==> config.mk <==
export PLATFORM = sky130hd
export DESIGN_NAME = ibex_irq_ctrl
export DESIGN_NICKNAME = d
export VERILOG_FILES = /design/src/rtl/ibex_irq_ctrl_pkg.sv /design/src/rtl/ibex_irq_prio_enc.sv /design/src/rtl/ibex_irq_ctrl.sv
export SDC_FILE = /design/constraint.sdc
export NUM_CORES = 1
export LEC_CHECK = 0
export ABC_CLOCK_PERIOD_IN_PS = 1700
export CAP_MARGIN = 20
export CORE_UTILIZATION = 31
export CTS_BUF_LIST = sky130_fd_sc_hd__clkbuf_2 sky130_fd_sc_hd__clkbuf_4 sky130_fd_sc_hd__clkbuf_8
export DETAILED_ROUTE_END_ITERATION = 7
export PLACE_DENSITY_LB_ADDON = 0.05
export SLEW_MARGIN = 10
export SYNTH_ARGS = -nofsm -noshare
export SYNTH_HDL_FRONTEND = slang
export SYNTH_SLANG_ARGS = --single-unit
==> constraint.sdc <==
create_clock -name clk_i -period 1.7 [get_ports clk_i]
set_clock_uncertainty 0.2 [all_clocks]
set_input_delay 0.255 -clock clk_i [delete_from_list [all_inputs] [get_ports clk_i]]
set_output_delay 0.255 -clock clk_i [all_outputs]
set_load 0.02 [all_outputs]
==> src/rtl/ibex_irq_ctrl_pkg.sv <==
// Shared constants and types for the interrupt front-end: CSR bit positions,
// cause codes and the priority-encoder result type.
package ibex_irq_ctrl_pkg;

  localparam int unsigned XLEN    = 32;
  localparam int unsigned CAUSE_W = 6;
  localparam int unsigned CODE_W  = 5;

  localparam int unsigned IRQ_FAST_MAX = 15;

  // mip/mie bit positions
  localparam int unsigned CSR_MSIX     = 3;
  localparam int unsigned CSR_MTIX     = 7;
  localparam int unsigned CSR_MEIX     = 11;
  localparam int unsigned CSR_MFIX_LOW = 16;

  // Interrupt cause codes (the interrupt flag is prepended on output)
  localparam logic [CODE_W-1:0] EXC_CAUSE_IRQ_SOFTWARE_M = 5'd3;
  localparam logic [CODE_W-1:0] EXC_CAUSE_IRQ_TIMER_M    = 5'd7;
  localparam logic [CODE_W-1:0] EXC_CAUSE_IRQ_EXTERNAL_M = 5'd11;
  localparam logic [CODE_W-1:0] EXC_CAUSE_IRQ_FAST_BASE  = 5'd16;
  localparam logic [CODE_W-1:0] EXC_CAUSE_IRQ_NM         = 5'd31;

  typedef struct packed {
    logic              valid;
    logic [CODE_W-1:0] code;
  } irq_sel_t;

  // Writable/readable mip/mie bits for a given fast-IRQ count
  function automatic logic [XLEN-1:0] irq_csr_mask(input int unsigned num_fast);
    logic [XLEN-1:0] mask;
    mask           = '0;
    mask[CSR_MSIX] = 1'b1;
    mask[CSR_MTIX] = 1'b1;
    mask[CSR_MEIX] = 1'b1;
    for (int unsigned i = 0; i < num_fast; i++) begin
      mask[5'(CSR_MFIX_LOW + i)] = 1'b1;
    end
    return mask;
  endfunction

endpackage

==> src/rtl/ibex_irq_prio_enc.sv <==
// Fixed-priority selector: NMI > MEI > MSI > MTI > fast[0] > ... > fast[N-1].
module ibex_irq_prio_enc
  import ibex_irq_ctrl_pkg::*;
#(
  parameter int unsigned NumFastIrqs = 15
) (
  input  logic                   nmi,
  input  logic                   external,
  input  logic                   software,
  input  logic                   timer,
  input  logic [NumFastIrqs-1:0] fast,
  output irq_sel_t               sel
);

  // Lowest-priority candidates are applied first so higher ones overwrite them
  always_comb begin
    sel = '0;
    for (int i = int'(NumFastIrqs) - 1; i >= 0; i--) begin
      if (fast[i]) begin
        sel.valid = 1'b1;
        sel.code  = EXC_CAUSE_IRQ_FAST_BASE + 5'(i);
      end
    end
    if (timer) begin
      sel.valid = 1'b1;
      sel.code  = EXC_CAUSE_IRQ_TIMER_M;
    end
    if (software) begin
      sel.valid = 1'b1;
      sel.code  = EXC_CAUSE_IRQ_SOFTWARE_M;
    end
    if (external) begin
      sel.valid = 1'b1;
      sel.code  = EXC_CAUSE_IRQ_EXTERNAL_M;
    end
    if (nmi) begin
      sel.valid = 1'b1;
      sel.code  = EXC_CAUSE_IRQ_NM;
    end
  end

endmodule

==> src/rtl/ibex_irq_ctrl.sv <==
// Interrupt front-end: latches edge sources, owns mie, and presents a registered
// prioritised request/cause to the controller with ack-based clearing.
module ibex_irq_ctrl
  import ibex_irq_ctrl_pkg::*;
#(
  parameter int unsigned            NumFastIrqs = 15,
  parameter logic [NumFastIrqs-1:0] IrqEdgeMask = '0
) (
  input  logic                   clk_i,
  input  logic                   rst_ni,
  input  logic                   irq_software_i,
  input  logic                   irq_timer_i,
  input  logic                   irq_external_i,
  input  logic [NumFastIrqs-1:0] irq_fast_i,
  input  logic                   irq_nm_i,
  input  logic                   mstatus_mie_i,
  input  logic                   debug_mode_i,
  input  logic                   nmi_mode_i,
  input  logic                   csr_mie_we_i,
  input  logic                   csr_mip_we_i,
  input  logic [XLEN-1:0]        csr_wdata_i,
  output logic [XLEN-1:0]        csr_mie_o,
  output logic [XLEN-1:0]        csr_mip_o,
  output logic                   irq_req_o,
  output logic [CAUSE_W-1:0]     irq_cause_o,
  output logic                   irq_pending_o,
  input  logic                   irq_ack_i
);

  localparam int unsigned     N       = NumFastIrqs;
  localparam logic [XLEN-1:0] CsrMask = irq_csr_mask(N);

  if (N < 1 || N > IRQ_FAST_MAX) begin : g_bad_num_fast
    $error("NumFastIrqs must be within 1..%0d", IRQ_FAST_MAX);
  end

  logic [XLEN-1:0]    mie_q;
  logic [N-1:0]       fast_pend_q, fast_pend_d, fast_prev_q;
  logic [N-1:0]       fast_set, fast_clr, fast_ack, fast_mip, fast_elig;
  logic               nmi_pend_q, nmi_pend_d, nmi_prev_q;
  logic               nmi_set, nmi_ack, nmi_elig;
  logic               ack_valid;
  logic [XLEN-1:0]    mip, en;
  logic               irq_req_q, irq_req_d;
  logic               irq_pending_q, irq_pending_d;
  logic [CAUSE_W-1:0] irq_cause_q, irq_cause_d;
  irq_sel_t           sel;

  // An ack only counts while a request is actually being presented
  assign ack_valid = irq_ack_i & irq_req_q;

  // Edge detection and pending update; a fresh edge beats any same-cycle clear
  always_comb begin
    fast_set = IrqEdgeMask & irq_fast_i & ~fast_prev_q;
    fast_ack = '0;
    for (int unsigned i = 0; i < N; i++) begin
      fast_ack[i] = ack_valid &
                    (irq_cause_q[CODE_W-1:0] == EXC_CAUSE_IRQ_FAST_BASE + 5'(i));
    end
    fast_clr    = fast_ack | ({N{csr_mip_we_i}} & ~csr_wdata_i[CSR_MFIX_LOW +: N]);
    fast_pend_d = IrqEdgeMask & (fast_set | (fast_pend_q & ~fast_clr));

    nmi_set    = irq_nm_i & ~nmi_prev_q;
    nmi_ack    = ack_valid & (irq_cause_q[CODE_W-1:0] == EXC_CAUSE_IRQ_NM);
    nmi_pend_d = nmi_set | (nmi_pend_q & ~nmi_ack);
  end

  // mip view: level bits follow the pins, edge bits show the latched pending
  always_comb begin
    fast_mip = (IrqEdgeMask & fast_pend_q) | (~IrqEdgeMask & irq_fast_i);
    mip                      = '0;
    mip[CSR_MSIX]            = irq_software_i;
    mip[CSR_MTIX]            = irq_timer_i;
    mip[CSR_MEIX]            = irq_external_i;
    mip[CSR_MFIX_LOW +: N]   = fast_mip;
  end

  always_comb begin
    en        = mip & mie_q;
    fast_elig = en[CSR_MFIX_LOW +: N] & {N{mstatus_mie_i}};
    nmi_elig  = nmi_pend_q & ~nmi_mode_i;
  end

  ibex_irq_prio_enc #(
    .NumFastIrqs (N)
  ) u_prio_enc (
    .nmi      (nmi_elig),
    .external (en[CSR_MEIX] & mstatus_mie_i),
    .software (en[CSR_MSIX] & mstatus_mie_i),
    .timer    (en[CSR_MTIX] & mstatus_mie_i),
    .fast     (fast_elig),
    .sel      (sel)
  );

  // Request is dropped for the cycle after an ack so a stale request cannot be retaken
  always_comb begin
    irq_req_d     = ~debug_mode_i & sel.valid & ~ack_valid;
    irq_cause_d   = irq_req_d ? {1'b1, sel.code} : irq_cause_q;
    irq_pending_d = |en;
  end

  always_ff @(posedge clk_i or negedge rst_ni) begin
    if (!rst_ni) begin
      mie_q         <= '0;
      fast_pend_q   <= '0;
      fast_prev_q   <= '0;
      nmi_pend_q    <= 1'b0;
      nmi_prev_q    <= 1'b0;
      irq_req_q     <= 1'b0;
      irq_cause_q   <= '0;
      irq_pending_q <= 1'b0;
    end else begin
      if (csr_mie_we_i) begin
        mie_q <= csr_wdata_i & CsrMask;
      end
      fast_pend_q   <= fast_pend_d;
      fast_prev_q   <= irq_fast_i;
      nmi_pend_q    <= nmi_pend_d;
      nmi_prev_q    <= irq_nm_i;
      irq_req_q     <= irq_req_d;
      irq_cause_q   <= irq_cause_d;
      irq_pending_q <= irq_pending_d;
    end
  end

  assign csr_mie_o     = mie_q;
  assign csr_mip_o     = mip;
  assign irq_req_o     = irq_req_q;
  assign irq_cause_o   = irq_cause_q;
  assign irq_pending_o = irq_pending_q;

  ack_without_req_a: assert property (
    @(posedge clk_i) disable iff (!rst_ni) irq_ack_i |-> irq_req_q
  );

endmodule
==> metrics.md, run 1 <==
| Metric | Value |
|---|---|
| Top Ports | 131 |
| TritonCTS Sinks | 28 |
| Commonest cells after routing, fill and taps aside | dlygate4sd2_1, buf_4, clkdlybuf4s50_1, conb_1, mux2_2 |
| Post-layout util | 54.8% |
| Post-DP HPWL | 3610 um |
| Area Overhead vs Synth | 66.6% |
| Outcome | finished with violations |
| WP buf/inv | 1 |
| Startpoint Class | input pin |
| Register area share after synthesis | 40.7% |
| Total Routing Usage GR | 15.9% |
| Setup CP Type | input pin to flop |
| Asr flop ratio synth | 100% |
| Design area | 2870 um2 |
| Grt total ovfl | 0 |
| Number of flops mapped to enable cells by yosys | 0 |
| Slowest cell on crit path | clkdlybuf4s50_1 |
| Starting density of the core | 32.9% |
| Critical path cell sequence | clkdlybuf4s50_1 -> a22oi_2 -> nand4_4 -> nor2_1 -> or3_4 -> o32a_1 |
| WL/cell | 12.7 um |
| Post-Synthesis Cell Area | 1720 um2 |
| Mapped Avg Cell Area | 10.4 um2 |
| CP top delay family | simple AND/OR/NAND/NOR gates |
| Leading post-synthesis cells by cell area | dfrtp_1, buf_4, mux2_2 |
| Top FF cell, synth | dfrtp_1 |
| Final-report max-slew violation count | 0 |
| Placed Instances | 347 |
| Final Hold Viols | 0 |
| Largest net degree at the start of global routing | 29 |
| Diode count | 0 |
| Tmin final | 1800 ps |
| Setup-failing EPs final | 6 |
| Final worst-path cycle share | 106% |
| Layout cells sized above 1 | 34.2% |
| Reg clk slew, reported paths | 100 ps |
| Synth area leader | dfrtp_1 |
| Clock buffer depth | 2 |
| Max VDD drop | 0.363 mV |
| Chip width | 76.6 um |
| Clk_lat worst skew | 280 ps |
| Max_cap viols | 0 |
| Total core area | 5240 um2 |
| Crit end category | flop |
| Initial antenna violation count | 0 |
| Setup WS post-layout | -99.1 ps |
| CTS tree | built |
| Synth warnings | 0 |
| Vias in the first global route | 1,696 |
| Max Clk Rate | 0.556 GHz |
| Routed wire length | 4450 um |
| Yosys top cell area share | 40.7% |
| PwrDens | 739 nW/um2 |
| First-pass GRT wire length | 7560 um |
| Iteration count of the initial detailed-routing pass | 4 |
| Fin cells | 351 |
| PortBufs | 87 |
| TritonCTS Buffers | 3 |
| Die H | 76.6 um |
| Worst min path class | input pin to asynchronous set/reset pin |
| RePlAce Congestion | 0.767 |
| Failing checks | setup timing |
| Via count | 1,573 |
| FF-to-FF setup slack | -80 ps |
| Vias per inst | 4.48 |
| Clock Root Buffer | clkbuf_8 |
| DRC | 0 |
| Rows | 26 |
| Distinct cells, synth | 38 |
| Mapped Cells | 166 |
| Critical Path RT | 1670 ps |
| Crit path DAT | 1770 ps |
| # H-tree levels | 1 |
| Die Area | 5860 um2 |
| RSZ-0062 raised after global routing | true |
| Final Net Count | 341 |
| Synth Register Bits | 28 |
| DP Area | 2800 um2 |
| Antenna-violating nets left | 0 |
| Number of DRC markers in iteration 0 | 37 |
| Largest stage delay on the critical path | 500 ps |
| Lkg Pwr | 1.29 nW |
| Max Fanout on Critical Path | 4 |
## cell families after synthesis
logic type	synth area share, %
buffers and inverters	21.2
and+or+nand+nor	11.3
AOI/OAI and AO/OA	14.9
DFF	40.7
muxes	11.8
other	0.218
## state kept, by name, summed over array words and instances, names as in the netlist
signal / count
irq_cause_o: 6
csr_mie_o: 18
nmi_prev_q: 1
irq_req_o: 1
nmi_pend_q: 1
irq_pending_o: 1
## Yosys cell counts (all sizes together), types with 2 or more instances
| cell type | instances |
|---|---|
| buf | 47 |
| dfrtp | 28 |
| mux2 | 18 |
| nand2 | 15 |
| a21oi | 7 |
| a22oi | 6 |
| nand3 | 6 |
| o21ai | 5 |
| nor2 | 4 |
| inv | 3 |
| nand4 | 3 |
| o22a | 3 |
| a32oi | 2 |
| nand3b | 2 |
| or2 | 2 |
## where the power goes
| group | internal (mW) | switching (mW) | total (mW) |
|---|---|---|---|
| sequential | 0.743 | 0.0541 | 0.797 |
| clock | 0.316 | 0.218 | 0.534 |
| combinational | 0.389 | 0.400 | 0.789 |
## worst paths after layout
kind / start / to / cells past startpoint
worst max-delay path: irq_fast_i[7] / irq_cause_o[1] / 6
worst min-delay path: rst_ni / csr_mie_o[29] / 2
worst max register to register: csr_mie_o[28] / irq_cause_o[5] / 6
worst min register to register: nmi_prev_q / nmi_pend_q / 1
max in group asynchronous: rst_ni / csr_mie_o[24] / 2
min in group clk_i: irq_nm_i / nmi_prev_q / 1
## what timing repair did
item                                    in CTS  in global routing
endpoints found under the setup margin      50                  8
pin swaps                                    4                  4
buffers inserted                             1                  0
hold buffers                                 0                  0
gates resized for setup                     49                  7
## metal layers
layer,wire length (um),GRT usage (%)
met1,1890,19.1
met2,2220,28.6
met3,279,3.11
met4,60,4.42
met5,0,0
## worst reg2reg max path, cell delays in order, from the launching register on
cell and delay (ps):
dfrtp_2 420, a222oi_1 310, buf_4 180, nand3_4 80
o21ai_4 160, a21oi_4 100, or2_1 220
## stage by stage
stage / TNS, ps / power (mW) / hold WS (ps) / setup WS, ps
6_report: -389 / 2.12 / 140 / -99.1
5_1_grt: -937 / 2.25 / 188 / -170
4_1_cts: -434 / 2.14 / 159 / -90.3
3_5_place_dp: -6780 / 1.65 / 231 / -473
3_3_place_gp: -6480 / 1.64 / 212 / -438
2_1_floorplan: -272 / 1.25 / -241 / -55.1
## cell type report
class                      instances  area, um2
fill                             492       2370
timing repair buffer             132       1170
multi-input combinational        114        808
sequential                        28        718
tap                               70       87.6
clock buffer                       3       41.3
clock inverter                     1       30.0
inverter                           3       11.3
(Power assumes the default switching activity.)
==> inputs of run 2 (changes only) <==
--- a/config.mk
+++ b/config.mk
@@ -10,7 +10,7 @@
 export CORE_UTILIZATION = 31
 export CTS_BUF_LIST = sky130_fd_sc_hd__clkbuf_2 sky130_fd_sc_hd__clkbuf_4 sky130_fd_sc_hd__clkbuf_8
 export DETAILED_ROUTE_END_ITERATION = 7
-export PLACE_DENSITY_LB_ADDON = 0.05
+export PLACE_DENSITY_LB_ADDON = 0.12
 export SLEW_MARGIN = 10
 export SYNTH_ARGS = -nofsm -noshare
 export SYNTH_HDL_FRONTEND = slang
==> metrics.md, run 2 (synthesis results as in run 1) <==
| Metric | Value |
|---|---|
| Diode count | 0 |
| TritonCTS Buffers | 3 |
| Antenna-violating nets left | 0 |
| # H-tree levels | 1 |
| Total Routing Usage GR | 15.7% |
| Via count | 1,571 |
| Largest register FFs | 18 |
| Total core area | 5240 um2 |
| Crit end category | flop |
| Clock Root Buffer | clkbuf_8 |
| CTS tree | built |
| Starting density of the core | 32.9% |
| Failing checks | setup timing |
| Chip width | 76.6 um |
| Vias per inst | 4.41 |
| Routed wire length | 4390 um |
| Met3 Usage GRT | 3.59% |
| TritonCTS Sinks | 28 |
| First-pass GRT wire length | 7400 um |
| Post-DP HPWL | 3450 um |
| Final worst-path cycle share | 105% |
| Rows | 26 |
| Tmin final | 1790 ps |
| RePlAce Congestion | 0.738 |
| Reg clk slew, reported paths | 100 ps |
| Largest net degree at the start of global routing | 29 |
| Global routing's busiest layer | met2 |
| Power Total | 2.02 mW |
| Hold Buf Count CTS | 0 |
| Grt total ovfl | 0 |
| Area Overhead vs Synth | 68.2% |
| Outcome | finished with violations |
| Most common cell after layout, fill and taps aside | buf_4 |
| DRC | 0 |
| Clock buffer depth | 2 |
| Setup WS post-layout | -88.7 ps |
| Setup CP Type | flop to flop |
| RSZ-0062 raised after global routing | true |
| PortBufs | 87 |
| Largest stage delay on the critical path | 410 ps |
| Critical Path RT | 1670 ps |
| Final Net Count | 346 |
| Final-report max-slew violation count | 0 |
| Clk_lat worst skew | 270 ps |
| Startpoint Class | flop |
| Max Clk Rate | 0.559 GHz |
| Max Fanout on Critical Path | 7 |
| PwrDens | 697 nW/um2 |
| Die H | 76.6 um |
| Commonest cells after routing, fill and taps aside | buf_4, dlygate4sd2_1, clkdlybuf4s50_1, conb_1, mux2_2 |
| Vias in the first global route | 1,638 |
| GR Util met2 | 27.1% |
| Iteration count of the initial detailed-routing pass | 4 |
| Place WS | -487 ps |
| Met1 Usage GRT | 19.6% |
| Crit path DAT | 1760 ps |
| Lkg Pwr | 1.31 nW |
| Die Area | 5860 um2 |
| Setup-failing EPs final | 6 |
| Top Ports | 131 |
| Initial antenna violation count | 0 |
| WL/cell | 12.3 um |
| Worst min path class | input pin to asynchronous set/reset pin |
| Layout cells sized above 1 | 35.0% |
| Final Hold Viols | 0 |
| Critical path cell sequence | a222oi_1 -> buf_4 -> nand3_4 -> o21ai_4 -> a21oi_4 -> o22a_1 |
| Fillers | 515 |
| Slowest cell on crit path | dfrtp_2 |
| Number of DRC markers in iteration 0 | 29 |
| Area occupied by multi-input gates | 812 um2 |
| Max_cap viols | 0 |
| Reg area | 718 um2 |
| Max VDD drop | 0.447 mV |
-- run 2: cell types whose count changed in the layout (fill, tap and decap cells not counted), sizes merged --
cell | previous run | this run
buf | 45 | 50
bufinv | 1 | 0
clkbuf | 3 | 4
clkdlybuf4s50 | 40 | 39
dlymetal6s2s | 3 | 4
-- run 2: path summary, 6_finish.rpt --
check,start,to,slack [ps],cells after the start
worst min-delay path,rst_ni,csr_mie_o[3],150,2
max in group asynchronous,rst_ni,csr_mie_o[18],850,2
worst max register to register,csr_mie_o[28],irq_cause_o[3],-90,6
worst max-delay path,csr_mie_o[28],irq_cause_o[3],-90,6
min in group clk_i,nmi_prev_q,nmi_pend_q,230,1
worst min register to register,nmi_prev_q,nmi_pend_q,230,1
-- run 2: final cells by class --
type,count,area share [%]
well taps,70,3.02
clock buffers,4,1.90
flip-flops and latches,28,24.8
repair buffers,137,41.9
inverters,3,0.389
multi-input cells,114,28.0
-- run 2: per-layer routing --
| layer | part of all wire, % | up-vias |
|---|---|---|
| li1 | - | 760 |
| met3 | 8.1 | 2 |
| met4 | 0.48 | 0 |
| met2 | 48 | 76 |
| met1 | 43 | 733 |
| met5 | 0 | - |
-- run 2: report_power, final --
| part | leakage, nW | internal (mW) | total, mW | switching [mW] |
|---|---|---|---|---|
| Clock | 0.0288 | 0.207 | 0.421 | 0.214 |
| Combinational | 0.985 | 0.402 | 0.806 | 0.405 |
| Sequential | 0.298 | 0.743 | 0.793 | 0.0506 |
-- run 2: per-stage QoR --
step	TNS (ps)	utilization, %	cells	cell area (um2)	hold WS [ps]
after floorplan	-272	-	193	1840	-241
after global placement	-6510	53.2	346	2790	204
after CTS	-321	54.8	355	2870	168
after global routing	-761	55.3	356	2900	197
final	-380	55.3	356	2900	150
after detailed placement	-6690	53.2	346	2790	216
-- run 2: timing repair --
action	in CTS	in global routing
endpoints found under the setup margin	50	8
setup buffers	5	1
gates resized for setup	52	5
pin swaps	7	7
endpoints found under the hold margin	0	0
-- run 2: critical path, delay by kind of cell (launching register included) --
family | cells | cell delay, ps
AO/OA/AOI/OAI | 4 | 800
buffers and inverters | 1 | 190
flip-flops | 1 | 410
AND/OR/NAND/NOR | 1 | 80
==> inputs of run 3 (changes only) <==
--- a/config.mk
+++ b/config.mk
@@ -7,8 +7,7 @@
 export LEC_CHECK = 0
 export ABC_CLOCK_PERIOD_IN_PS = 1700
 export CAP_MARGIN = 20
-export CORE_UTILIZATION = 31
-export CTS_BUF_LIST = sky130_fd_sc_hd__clkbuf_2 sky130_fd_sc_hd__clkbuf_4 sky130_fd_sc_hd__clkbuf_8
+export CORE_UTILIZATION = 30
 export DETAILED_ROUTE_END_ITERATION = 7
 export PLACE_DENSITY_LB_ADDON = 0.12
 export SLEW_MARGIN = 10
==> metrics.md, run 3 (synthesis results as in run 1) <==
| Metric | Value |
|---|---|
| Outcome | finished with violations |
| Failing checks | setup timing |
| First-pass GRT wire length | 7560 um |
| Max_cap viols | 0 |
| Top Ports | 131 |
| TritonCTS Buffers | 3 |
| Post-layout util | 52.9% |
| Critical R2R Capture | irq_cause_o[2] |
| CTS tree | built |
| WL/cell | 12.3 um |
| End of the critical path | irq_cause_o[2] |
| RR Startpoint | csr_mie_o[28] |
| RePlAce Congestion | 0.745 |
| Worst Reg-to-Reg Cells | 6 |
| Routed wire length | 4440 um |
| Setup CP Type | flop to flop |
| Chip width | 77.8 um |
| Crit path DAT | 1790 ps |
| Largest net degree at the start of global routing | 29 |
| Beginning of the critical path | csr_mie_o[28] |
| Post-route setup TNS | -671 ps |
| Die H | 77.8 um |
| Largest register FFs | 18 |
| Total Routing Usage GR | 15.8% |
| RSZ-0062 raised after global routing | true |
| Final Hold Viols | 0 |
| Area Overhead vs Synth | 68.9% |
| Final worst-path cycle share | 107% |
| Fillers | 540 |
| Vias in the first global route | 1,634 |
| Post-DP HPWL | 3620 um |
| Most common cell after layout, fill and taps aside | buf_4 |
| Worst min path class | input pin to asynchronous set/reset pin |
| Number of DRC markers in iteration 0 | 29 |
| Reg area | 718 um2 |
| FF-to-FF setup slack | -120 ps |
| Lkg Pwr | 1.30 nW |
| DRC | 0 |
| TritonCTS Sinks | 28 |
| Reg clk slew, reported paths | 100 ps |
| Critical Path RT | 1670 ps |
| PortBufs | 87 |
| Iteration count of the initial detailed-routing pass | 4 |
| Antenna-violating nets left | 0 |
| Clock Root Buffer | clkbuf_8 |
| Max Fanout on Critical Path | 7 |
| Final Net Count | 350 |
| Crit end category | flop |
| PwrDens | 695 nW/um2 |
| Area occupied by multi-input gates | 793 um2 |
| Hold_ws | 141 ps |
| Layout cells sized above 1 | 35.2% |
| Rows | 27 |
| Startpoint Class | flop |
| Clock buffer depth | 2 |
| Final-report max-slew violation count | 0 |
| Max Clk Rate | 0.549 GHz |
| Vias per inst | 4.30 |
| Setup-failing EPs final | 7 |
| Via count | 1,557 |
| Max VDD drop | 0.387 mV |
| Total core area | 5510 um2 |
| Setup WS post-layout | -122 ps |
| # H-tree levels | 1 |
| Initial antenna violation count | 0 |
| Diode count | 0 |
| Die Area | 6050 um2 |
| Starting density of the core | 31.3% |
| Commonest cells after routing, fill and taps aside | buf_4, dlygate4sd2_1, clkdlybuf4s50_1, conb_1, mux2_2 |
| Power Total | 2.02 mW |
| Tmin final | 1820 ps |
| Grt total ovfl | 0 |
| Clk_lat worst skew | 280 ps |
-- run 3: report_power, final --
| part | switching, mW | internal [mW] | leakage, nW |
|---|---|---|---|
| registers | 0.0480 | 0.743 | 0.298 |
| logic | 0.406 | 0.411 | 0.977 |
| clock network | 0.208 | 0.208 | 0.0288 |
-- run 3: critical path, cell delays in order (launching register included) --
cell and delay [ps]:
dfrtp_2 420, a222oi_1 340, buf_4 190, nand3_4 90, o21ai_4 160, a21oi_4 100
o22a_1 210
-- run 3: metrics by stage --
stage,cell area (um2),cells,setup WS [ps]
finish,2910,362,-122
global route,2910,362,-200
CTS,2900,362,-109
detailed placement,2860,357,-419
global placement,2860,357,-411
floorplan,1840,193,-55.1
-- run 3: layout make-up --
cell class	instances	share of cell area (%)
flip-flops and latches	28	24.7
well taps	72	3.10
inverters	3	0.387
repair buffers	141	42.7
clock buffers	4	1.89
multi-input cells	114	27.3
-- run 3: metal layers --
| metal | part of all wire [%] | track usage [%] | vias up | routed length [um] |
|---|---|---|---|---|
| met5 | 0 | 0 | - | 0 |
| met4 | 0.56 | 3.40 | 0 | 25 |
| met3 | 8.6 | 4.94 | 2 | 382 |
| met2 | 48 | 28.1 | 67 | 2150 |
| met1 | 42 | 18.4 | 711 | 1880 |
| li1 | - | - | 777 | - |
-- run 3: timing repair --
item	in CTS	in global routing
hold buffers	0	0
setup endpoints to repair	48	10
resized for setup	50	3
setup buffers	1	0
pin swaps	2	1
-- run 3: worst min path at each step --
stage,slack [ps],cells past startpoint,endpoint
floorplan,-240,0,csr_mie_o[11]
global placement,200,1,nmi_pend_q
detailed placement,220,1,nmi_pend_q
CTS,150,2,csr_mie_o[30]
global route,170,2,csr_mie_o[30]
finish,140,2,csr_mie_o[29]
